--- src/rtl/adder_arbiter.sv ---
// adder_arbiter: round-robin arbiter sharing one ADD_LAT-cycle adder; req/req_a/req_b in, gnt and add_a/add_b/add_valid to adder, add_c back, rsp_valid/rsp_id/rsp_c/busy out
module adder_arbiter #(
  parameter int NUM_REQ = 4,
  parameter int WIDTH = 4,
  parameter int ADD_LAT = 1
) (
  input  logic                       clk,
  input  logic                       rst,
  input  logic [NUM_REQ-1:0]         req,
  input  logic [NUM_REQ*WIDTH-1:0]   req_a,
  input  logic [NUM_REQ*WIDTH-1:0]   req_b,
  output logic [NUM_REQ-1:0]         gnt,
  output logic [WIDTH-1:0]           add_a,
  output logic [WIDTH-1:0]           add_b,
  output logic                       add_valid,
  input  logic [WIDTH:0]             add_c,
  output logic                       rsp_valid,
  output logic [$clog2(NUM_REQ)-1:0] rsp_id,
  output logic [WIDTH:0]             rsp_c,
  output logic                       busy
);
  localparam int IW = $clog2(NUM_REQ);
  logic [IW-1:0] ptr_q, ptr_d, gid;
  logic hit, grant;
  logic tag_v_q [ADD_LAT];
  logic tag_v_d [ADD_LAT];
  logic [IW-1:0] tag_id_q [ADD_LAT];
  logic [IW-1:0] tag_id_d [ADD_LAT];
  always_comb begin
    hit = 1'b0;
    gid = '0;
    for (int k = 0; k < NUM_REQ; k++) begin
      if (!hit && req[(int'(ptr_q) + k) % NUM_REQ]) begin
        hit = 1'b1;
        gid = IW'((int'(ptr_q) + k) % NUM_REQ);
      end
    end
  end
  assign grant = hit & ~rst;
  assign gnt = grant ? NUM_REQ'(1) << gid : '0;
  assign add_valid = grant;
  assign add_a = grant ? req_a[gid*WIDTH +: WIDTH] : '0;
  assign add_b = grant ? req_b[gid*WIDTH +: WIDTH] : '0;
  assign ptr_d = grant ? (gid == IW'(NUM_REQ - 1) ? '0 : gid + 1'b1) : ptr_q;
  always_comb begin
    tag_v_d[0] = grant;
    tag_id_d[0] = gid;
    for (int i = 1; i < ADD_LAT; i++) begin
      tag_v_d[i] = tag_v_q[i-1];
      tag_id_d[i] = tag_id_q[i-1];
    end
  end
  always_ff @(posedge clk) begin
    if (rst) begin
      ptr_q <= '0;
      for (int i = 0; i < ADD_LAT; i++) tag_v_q[i] <= 1'b0;
    end else begin
      ptr_q <= ptr_d;
      for (int i = 0; i < ADD_LAT; i++) tag_v_q[i] <= tag_v_d[i];
    end
    for (int i = 0; i < ADD_LAT; i++) tag_id_q[i] <= tag_id_d[i];
  end
  always_comb begin
    busy = 1'b0;
    for (int i = 0; i < ADD_LAT; i++) busy = busy | tag_v_q[i];
  end
  assign rsp_valid = tag_v_q[ADD_LAT-1];
  assign rsp_id = rsp_valid ? tag_id_q[ADD_LAT-1] : '0;
  assign rsp_c = rsp_valid ? add_c : '0;
endmodule

--- config.mk ---
export PLATFORM = sky130hd
export DESIGN_NAME = adder_arbiter
export DESIGN_NICKNAME = d
export VERILOG_FILES = /design/src/rtl/adder_arbiter.sv
export SDC_FILE = /design/constraint.sdc
export NUM_CORES = 1
export LEC_CHECK = 0
export BUFFER_PORTS_ARGS = -buffer_cell sky130_fd_sc_hd__buf_2
export CORE_MARGIN = 5
export CORE_UTILIZATION = 37
export CTS_BUF_LIST = sky130_fd_sc_hd__clkbuf_16
export DETAILED_ROUTE_END_ITERATION = 6
export PLACE_DENSITY = 0.82
export SLEW_MARGIN = 10
export SYNTH_ARGS = -nofsm -noshare
export SYNTH_HDL_FRONTEND = slang
export SYNTH_SLANG_ARGS = --single-unit
--- constraint.sdc ---
create_clock -name clk -period 2.8 [get_ports clk]
set_input_delay 0.14 -clock clk [delete_from_list [all_inputs] [get_ports clk]]
set_output_delay 0.14 -clock clk [all_outputs]
set_load 0.01 [all_outputs]
==> results of run 1 <==
[logic make-up (layout without fill, tap and decap cells)]
group,Yosys count,after routing,share of synthesized area (%)
and+or+nand+nor,21,21,20.4
DFF,5,5,16.0
AOI/OAI and AO/OA,14,14,16.8
buffers and inverters,7,72,10.0
adders and majority gates,4,4,8.00
muxes,18,18,28.8
[metal layers]
metal  global-route usage, %  vias up
met5                       0        -
met4                    12.6        0
met3                    5.23        6
met2                    27.5       34
met1                    16.7      339
li1                        -      380
[cells in the final DEF (no fill, tap or decap), drive strengths merged, types with 2 or more instances in the layout]
master and count:
ha 4, inv 5, mux2i 18, a21oi 3
buf 64, nor2 4, and2 11, clkbuf 3
dfxtp 5, o22ai 8, nand2 2
[flip-flops by register name, summed over array words and instances (netlist names)]
name / flops
tag_id_q: 2
tag_v_q: 1
ptr_q: 2
[stage by stage]
| step | utilization, % | instances |
|---|---|---|
| 4_1_cts | 64.0 | 150 |
| 3_3_place_gp | 58.9 | 146 |
| 3_5_place_dp | 58.9 | 146 |
| 5_1_grt | 64.0 | 150 |
| 6_report | 64.0 | 150 |
| 2_1_floorplan | - | 69 |
[power groups by stage]
stage          logic [W]  clock network (W)  registers (W)
2_1_floorplan   0.000159                  0      0.0000915
3_3_place_gp    0.000215                  0      0.0000921
3_5_place_dp    0.000218                  0      0.0000932
4_1_cts         0.000220           0.000236      0.0000920
5_1_grt         0.000241           0.000246      0.0000941
6_report        0.000217           0.000232      0.0000923
[area by class of cell]
class,instances,share of cell area (%)
clock buffers,3,7.53
inverters,4,1.51
repair buffers,64,32.1
multi-input cells,57,46.4
flip-flops and latches,5,10.0
well taps,16,2.01
clock inverters,1,0.376
[worst max-delay path by stage]
stage	startpoint	endpoint	slack, ns	cells past startpoint
detailed placement	ptr_q[1]$_SDFFE_PP0P_	add_b[1]	0.93	6
CTS	ptr_q[1]$_SDFFE_PP0P_	add_b[1]	0.70	6
global placement	ptr_q[1]$_SDFFE_PP0P_	add_a[1]	1.04	6
floorplan	ptr_q[1]$_SDFFE_PP0P_	add_a[0]	1.22	5
global route	ptr_q[1]$_SDFFE_PP0P_	add_a[1]	0.50	6
finish	ptr_q[1]$_SDFFE_PP0P_	add_b[2]	0.67	7
==> impl_metrics.tcl, run 1 <==
set metrics [dict create \
    syn_area_per_cell_um2 9.07 \
    arrival_ns 1.99 \
    grt_pass1_vias 702 \
    drc 0 \
    wire_per_inst_um 13.8 \
    initial_core_util_pct 40.1 \
    rsz0062_at_grt "no" \
    worstPathMaxFanout 8 \
    placed_area_um2 918 \
    power_w 0.000542 \
    max_stage_delay_ns 0.45 \
    hold_end "tag_v_q[0]$_SDFF_PP0_" \
    clock_latency_ns 0.23 \
    die_area_um2 2610 \
    cts-htree-levels 1 \
    ant_nets 0 \
    clk_path_buf_depth 2 \
    clk_pin_slew_ns 0.03 \
    powerDensity_nw_per_um2 543 \
    timing.hold.ws_ns 0.132 \
    critPathKind "reg2out" \
    cts_tree "done" \
    drt_first_pass_iters 4 \
    synth_cells 69 \
    ys_warn_count 0 \
    track_usage_pct 16.3 \
    drt_iter0_drc 12 \
    vias 759 \
    finalClockSkew_ns 0.000989 \
    setup_viol 0 \
    die_w_um 51.1 \
    peakVddDrop_uv 446 \
    core-area_um2 1560 \
    grt_pass1_wl_um 3160 \
    final.min_clock_period_ns 2.13 \
    drv_slew 0 \
    synthTopCellsByArea "mux2i_1, dfxtp_1, and2_1" \
    die_h_um 51.1 \
    synth_common_cells "mux2i_1, and2_1, o22ai_1" \
    io_buffer_count 64 \
    grt_max_degree 21 \
    antenna_found_initial 0 \
    nets 182 \
    pwr-share-seq_pct 17.0 \
    clockRootBuffer "clkbuf_16" \
    fmax_mhz 470 \
    hold_buffers 0 \
    hold_viol 0 \
    routed.top_layer "met4" \
    drt-vias-per-instance 5.06 \
    regArea_um2 100 \
    outcome "finished clean" \
    place_ws_ns 0.930 \
    min_from "rst" \
    hpwl_um 1710 \
    p_comb_share_pct 40.1 \
    drt-met1-wl_um 745 \
    yosysMostFrequentCell "mux2i_1" \
    drive_above_1_share_pct 54.5 \
    post_cts_buffers 0 \
    worst_setup_path_start_kind "flip-flop" \
    yosysTopAreaCell "mux2i_1" \
    cts_resized 0 \
    ys_seq_area_share_pct 16.0 \
    synth_seq_cells 5 \
    p_switching_w 0.000167 \
    worst_slew_pin_slew_ns 0.498 \
    fillers 142 \
    ys.flop_type "dfxtp_1" \
    gp_congestion 0.764 \
    max_cap_violations 0 \
    fin_crit_sh_pct 76.0 \
    r2r_slack_ns 1.12 \
    hold_depth 2 \
    syn2layout_area_growth_pct 59.4 \
    crit_path_end_kind "output pin" \
    required_ns 2.66 \
    numCtsBuffers 3 \
    diodes 0 \
    tns_ns 0 \
    syn_area_um2 626 \
    r2r-end "ptr_q[1]$_SDFFE_PP0P_" \
    syn-num-nets 116 \
    fin_ws_ns 0.673 \
    route.met2.wl_um 1090 \
    relSlewSlack_pct 66.5 \
    cts_sinks 5 \
    cp_top_family "simple AND/OR/NAND/NOR gates" \
    crit_buf_inv 2 \
    internal_power_w 0.000374 \
    synth.distinct_cells 19 \
    multi_input_area_um2 463 \
    ios 65 \
    stdcell_area_um2 997 \
    hp-class "in2reg" \
    rr_worst_depth 6 \
    power_frac_clock_pct 42.8 \
    switching_share_pct 30.9 \
    met3_length_um 175 \
    path_cells "mux2i_1, nor2_1, nor3_2, inv_1, nand2_1, o22ai_1, buf_2" \
    synth-edff-count 0 \
    rows 14 \
    leakage_nw 0.560 \
    rr_startpoint "ptr_q[1]$_SDFFE_PP0P_" \
    cpMaxStageDelayCell "dfxtp_1" \
    routed_wl_um 2070 \
    async_flop_share_pct 0 \
    overflow 0 \
    yosysTopAreaCellShare_pct 28.8 \
]
(Power assumes the default switching activity.)
==> run 2, diff against run 1 <==
Settings changed: ABC_AREA set to 1, CORE_UTILIZATION 37 to 39, PLACE_DENSITY 0.82 to 0.75.
Clock period 2.8 ns to 1.7 ns, I/O delays scaled along.
==> run 2 against run 1 <==
- die area rose by 47%
- highest routed layer unchanged
- sequential power grew 140%
- the run now ends with negative setup slack left
- global-route usage rose by 5.3 points
- worst setup slack got worse by 1.1 ns
- first-iteration DRC count grew to 5.1 times the previous value
- via count rose by 110%
==> impl_metrics.tcl, run 2 <==
set metrics [dict create \
    peakVddDrop_uv 1520 \
    grt_pass1_vias 1551 \
    drt_iter0_drc 61 \
    violations "negative setup slack" \
    hp-class "in2reg" \
    drt-vias-per-instance 5.00 \
    async_flop_share_pct 0 \
    yosysMostFrequentCell "nand2_1" \
    final.min_clock_period_ns 2.11 \
    hold_buffers 0 \
    drt_first_pass_iters 4 \
    pwr-share-seq_pct 5.0 \
    drc 0 \
    rsz0062_at_grt "yes" \
    diodes 0 \
    yosysTopAreaCellShare_pct 21.4 \
    wire_per_inst_um 14.0 \
    syn-num-nets 244 \
    yosysTopAreaCell "nand2_1" \
    crit_buf_inv 4 \
    finalClockSkew_ns 0.00120 \
    switching_share_pct 51.1 \
    worst_setup_path_start_kind "flip-flop" \
    fin_cells 324 \
    p_comb_share_pct 86.3 \
    syn2layout_area_growth_pct 97.9 \
    synth.distinct_cells 22 \
    clk_pin_slew_ns 0.03 \
    setup_viol 16 \
    vias 1621 \
    placed_area_um2 1550 \
    fillers 177 \
    initial_core_util_pct 41.8 \
    synth-edff-count 0 \
    final_common_cell "buf_2" \
    cpMaxStageDelayCell "dfxtp_4" \
    max_stage_delay_ns 0.36 \
    drive_above_1_share_pct 60.2 \
    use_met1_pct 24.4 \
    synth_seq_cells 5 \
    grt_max_degree 17 \
    die_w_um 62.0 \
    gp_congestion 0.778 \
    fin_ws_ns -0.411 \
    io_buffer_count 64 \
    ant_nets 0 \
    clockRootBuffer "clkbuf_16" \
    clock_latency_ns 0.23 \
    largestRegisters "ptr_q: 2 flops, tag_id_q: 2 flops, tag_v_q: 1 flops" \
    track_usage_pct 21.6 \
    ios 65 \
    cts-htree-levels 1 \
    syn_area_um2 1050 \
    power_frac_clock_pct 8.6 \
    leakage_nw 1.24 \
    ys_seq_area_share_pct 9.50 \
    rows 18 \
    cp_top_family "simple AND/OR/NAND/NOR gates" \
    worstPathMaxFanout 6 \
    max_cap_violations 0 \
    hpwl_um 2510 \
    core-area_um2 2520 \
    hold_viol 0 \
    stdcell_area_um2 2080 \
    syn_area_per_cell_um2 5.35 \
    p_switching_w 0.00228 \
    crit_path_end_kind "output pin" \
    power_w 0.00445 \
    cts_tree "done" \
    synth_common_cells "nand2_1, inv_1, nand3_1" \
    fin_crit_sh_pct 124 \
    nets 342 \
    cts_sinks 5 \
    synthTopCellsByArea "nand2_1, inv_1, nand3_1" \
    relSlewSlack_pct 83.6 \
    outcome "finished, violations left" \
    clk_path_buf_depth 2 \
    critPathKind "reg2out" \
    routed_wl_um 4550 \
    grt-busiest-layer "met2" \
    numCtsBuffers 3 \
    powerDensity_nw_per_um2 2140 \
    worst_slew_pin_slew_ns 0.245 \
    fmax_mhz 474 \
    dp_cells 302 \
    ys_warn_count 0 \
    final_util_pct 82.6 \
    path_cells "buf_6, nand2_2, nand2_2, nand2_2, nand2_2, nor2_4, buf_12, nand3_4, buf_4, nand4_1, nand3_2, a21oi_2, buf_2" \
    grt_util_met2_pct 39.1 \
    crit_top_cell "nand2_2" \
    internal_power_w 0.00218 \
    die_h_um 62.0 \
    place_ws_ns -0.206 \
    die_area_um2 3840 \
    synth_cells 197 \
    grtUsageMet3_pct 3.72 \
    required_ns 1.62 \
    ys.flop_type "dfxtp_1" \
    arrival_ns 2.03 \
    antenna_found_initial 0 \
    layout_common_cells "buf_2, inv_1, nand2_1" \
    grt_pass1_wl_um 6350 \
    drv_slew 0 \
    overflow 0 \
]
==> run 2: cell types whose count changed after synthesis, sizes merged, moves of 6 or more <==
cell / previous run / this run
mux2i: 18 / 0
and2: 11 / 0
inv: 4 / 56
nand4: 0 / 17
nand2: 2 / 65
nand3: 0 / 25
a21oi: 3 / 9
o22ai: 8 / 0
==> run 2: timing repair <==
item / CTS / global route
cloned: 4 / 0
resized for setup: 44 / 36
endpoints found under the setup margin: 14 / 16
buffers inserted: 10 / 4
pin swaps: 22 / 12
==> run 2: metrics by stage <==
stage,setup TNS (ns),hold slack [ns]
CTS,-4.63,0.0696
detailed placement,-2.02,0.303
floorplan,-0.135,0.147
finish,-5.39,0.0964
global placement,-1.57,0.297
global route,-6.71,0.100
==> run 2: metal layers <==
metal  vias to the layer above  wire length, µm  part of all wire, %
met5                         -                0                    0
met4                         0              108                  2.4
met3                        11              372                  8.2
met2                        85             2350                   52
met1                       722             1720                   38
li1                        803                -                    -
==> run 2: layout make-up <==
type | instances | area [µm²] | share of cell area, %
repair buffers | 98 | 666 | 31.9
clock inverters | 1 | 3.75 | 0.180
clock buffers | 3 | 75.1 | 3.60
multi-input cells | 129 | 950 | 45.6
well taps | 30 | 37.5 | 1.80
flip-flops and latches | 5 | 108 | 5.16
inverters | 57 | 236 | 11.3
repair inverters | 1 | 8.76 | 0.420
==> run 2: final timing paths <==
kind / start / endpoint / slack (ns) / depth (start not counted)
hold / removal: rst / ptr_q[1]$_SDFFE_PP0P_ / 0.1 / 2
setup / recovery: ptr_q[0]$_SDFFE_PP0P_ / add_b[0] / -0.41 / 13
setup reg to reg: ptr_q[0]$_SDFFE_PP0P_ / ptr_q[1]$_SDFFE_PP0P_ / -0.24 / 14
hold reg to reg: ptr_q[0]$_SDFFE_PP0P_ / ptr_q[0]$_SDFFE_PP0P_ / 0.67 / 3
==> run 2: power by group through the flow <==
stage          clock network, W  logic, W  registers (W)
4_1_cts                0.000389   0.00324       0.000222
3_3_place_gp                  0   0.00242       0.000226
3_5_place_dp                  0   0.00244       0.000231
6_report               0.000385   0.00384       0.000224
2_1_floorplan                 0   0.00171       0.000195
5_1_grt                0.000391   0.00416       0.000229
==> run 2: cells by family after synthesis <==
family                     after synthesis  share of synthesized area [%]
buffers and inverters                   64                           26.7
and+or+nand+nor                        112                           52.6
adders and majority gates                4                           4.75
DFF                                      5                           9.50
AOI/OAI and AO/OA                       12                           6.41
==> run 3, diff against run 2 <==
Settings changed: SETUP_SLACK_MARGIN set to 0.15.
Clock period 1.7 ns to 1.85 ns, I/O delays scaled along.
==> run 3 against run 2 <==
- largest cell class unchanged
- global-route usage fell by 2.9 points
- flip-flop and latch count did not move
- the flow still finishes with violations (negative setup slack)
- critical path depth fell by 1
==> impl_metrics.tcl, run 3 (synthesis results as in run 2) <==
set metrics [dict create \
    outcome "finished, violations left" \
    violations "negative setup slack" \
    hpwl_um 2480 \
    drt_first_pass_iters 4 \
    switching_share_pct 52.6 \
    drc 0 \
    drt-vias-per-instance 4.82 \
    core-area_um2 2520 \
    fin_ws_ns -0.255 \
    fin_crit_sh_pct 114 \
    final.min_clock_period_ns 2.11 \
    overflow 0 \
    worst_slew_pin_slew_ns 0.238 \
    ios 65 \
    power_w 0.00372 \
    wire_per_inst_um 12.1 \
    setup_viol 13 \
    hold_buffers 0 \
    vias 1481 \
    fin_cells 307 \
    hp-class "in2reg" \
    clock_latency_ns 0.23 \
    routed_wl_um 3710 \
    crit_start "ptr_q[0]$_SDFFE_PP0P_" \
    clk_pin_slew_ns 0.03 \
    critPathKind "reg2out" \
    grt_pass1_wl_um 5560 \
    fmax_mhz 475 \
    clk_path_buf_depth 2 \
    die_area_um2 3840 \
    p_switching_w 0.00196 \
    drive_above_1_share_pct 58.1 \
    clockRootBuffer "clkbuf_16" \
    initial_core_util_pct 41.8 \
    peakVddDrop_uv 1460 \
    grt_pass1_vias 1314 \
    min_from "rst" \
    rows 18 \
    die_h_um 62.0 \
    final_common_cell "buf_2" \
    antenna_found_initial 0 \
    numCtsBuffers 3 \
    worstPathMaxFanout 7 \
    worst_setup_path_start_kind "flip-flop" \
    drt_iter0_drc 67 \
    nets 325 \
    finalClockSkew_ns 0.000385 \
    ant_nets 0 \
    timing.hold.ws_ns 0.0573 \
    p_comb_share_pct 84.9 \
    rsz0062_at_grt "yes" \
    internal_power_w 0.00176 \
    cts_sinks 5 \
    syn2layout_area_growth_pct 83.0 \
    diodes 0 \
    powerDensity_nw_per_um2 1930 \
    arrival_ns 2.01 \
    power_frac_clock_pct 9.4 \
    required_ns 1.76 \
    relSlewSlack_pct 84.1 \
    die_w_um 62.0 \
    track_usage_pct 18.7 \
    grt_max_degree 17 \
    pwr-share-seq_pct 5.7 \
    largestRegisters "ptr_q: 2 flops, tag_id_q: 2 flops, tag_v_q: 1 flops" \
    dp_cells 298 \
    cts_tree "done" \
    crit_path_end_kind "output pin" \
    hold_viol 0 \
    leakage_nw 1.17 \
    max_cap_violations 0 \
    drv_slew 0 \
    layout_common_cells "buf_2, inv_1, nand2_1" \
    gp_congestion 0.815 \
    cts-htree-levels 1 \
    io_buffer_count 64 \
    rr_startpoint "ptr_q[0]$_SDFFE_PP0P_" \
]
## run 3: what timing repair did
item | CTS | global route
gates cloned | 1 | 0
resized for setup | 38 | 42
pin swaps | 26 | 19
buffers inserted | 3 | 1
endpoints found under the setup margin | 14 | 14
## run 3: per-stage QoR
step           utilization, %  instance area [µm²]  setup TNS (ns)  setup slack (ns)
4_1_cts                  70.1                 1770           -2.39            -0.219
3_5_place_dp             60.1                 1520          -0.522           -0.0876
5_1_grt                  76.4                 1930           -4.22            -0.370
2_1_floorplan               -                 1100               0            0.0728
6_report                 76.4                 1930           -2.68            -0.255
3_3_place_gp             60.1                 1520          -0.294           -0.0709
## run 3: per-layer routing
metal | global-route usage (%) | vias up | part of all wire (%)
met5 | 0 | - | 0
met4 | 5.76 | 0 | 2.8
met3 | 3.51 | 10 | 11
met2 | 30.8 | 80 | 47
met1 | 24.6 | 625 | 39
li1 | - | 766 | -
## run 3: path summary, 6_finish.rpt
kind,end,slack [ns],depth (start not counted)
max,add_b[1],-0.26,12
min,ptr_q[1]$_SDFFE_PP0P_,0.06,2
max reg2reg,ptr_q[1]$_SDFFE_PP0P_,-0.02,12
min reg2reg,ptr_q[1]$_SDFFE_PP0P_,0.53,2
## run 3: power by group through the flow
stage                     Sequential (W)  Clock (W)  Combinational, W
after global routing            0.000222   0.000364           0.00344
after global placement          0.000209          0           0.00220
after floorplan                 0.000179          0           0.00157
final                           0.000213   0.000351           0.00316
after CTS                       0.000208   0.000355           0.00275
after detailed placement        0.000211          0           0.00224
## run 3: critical path: stages, from the launching register on
cell     delay, ns
dfxtp_4       0.37
buf_8         0.15
nand2_2       0.06
nand2_2       0.06
nand2_4       0.08
nand2_4       0.05
nor2_4        0.13
nand4_1       0.17
nand2_4       0.20
buf_6         0.15
nand3_2       0.08
a21oi_2       0.14
buf_2         0.14
## run 3: layout make-up
type / count / area, µm²
well taps: 30 / 37.5
clock buffers: 3 / 75.1
fillers: 197 / 594
inverters: 57 / 239
clock inverters: 1 / 3.75
flip-flops and latches: 5 / 108
repair inverters: 1 / 8.76
repair buffers: 82 / 515
multi-input cells: 128 / 941
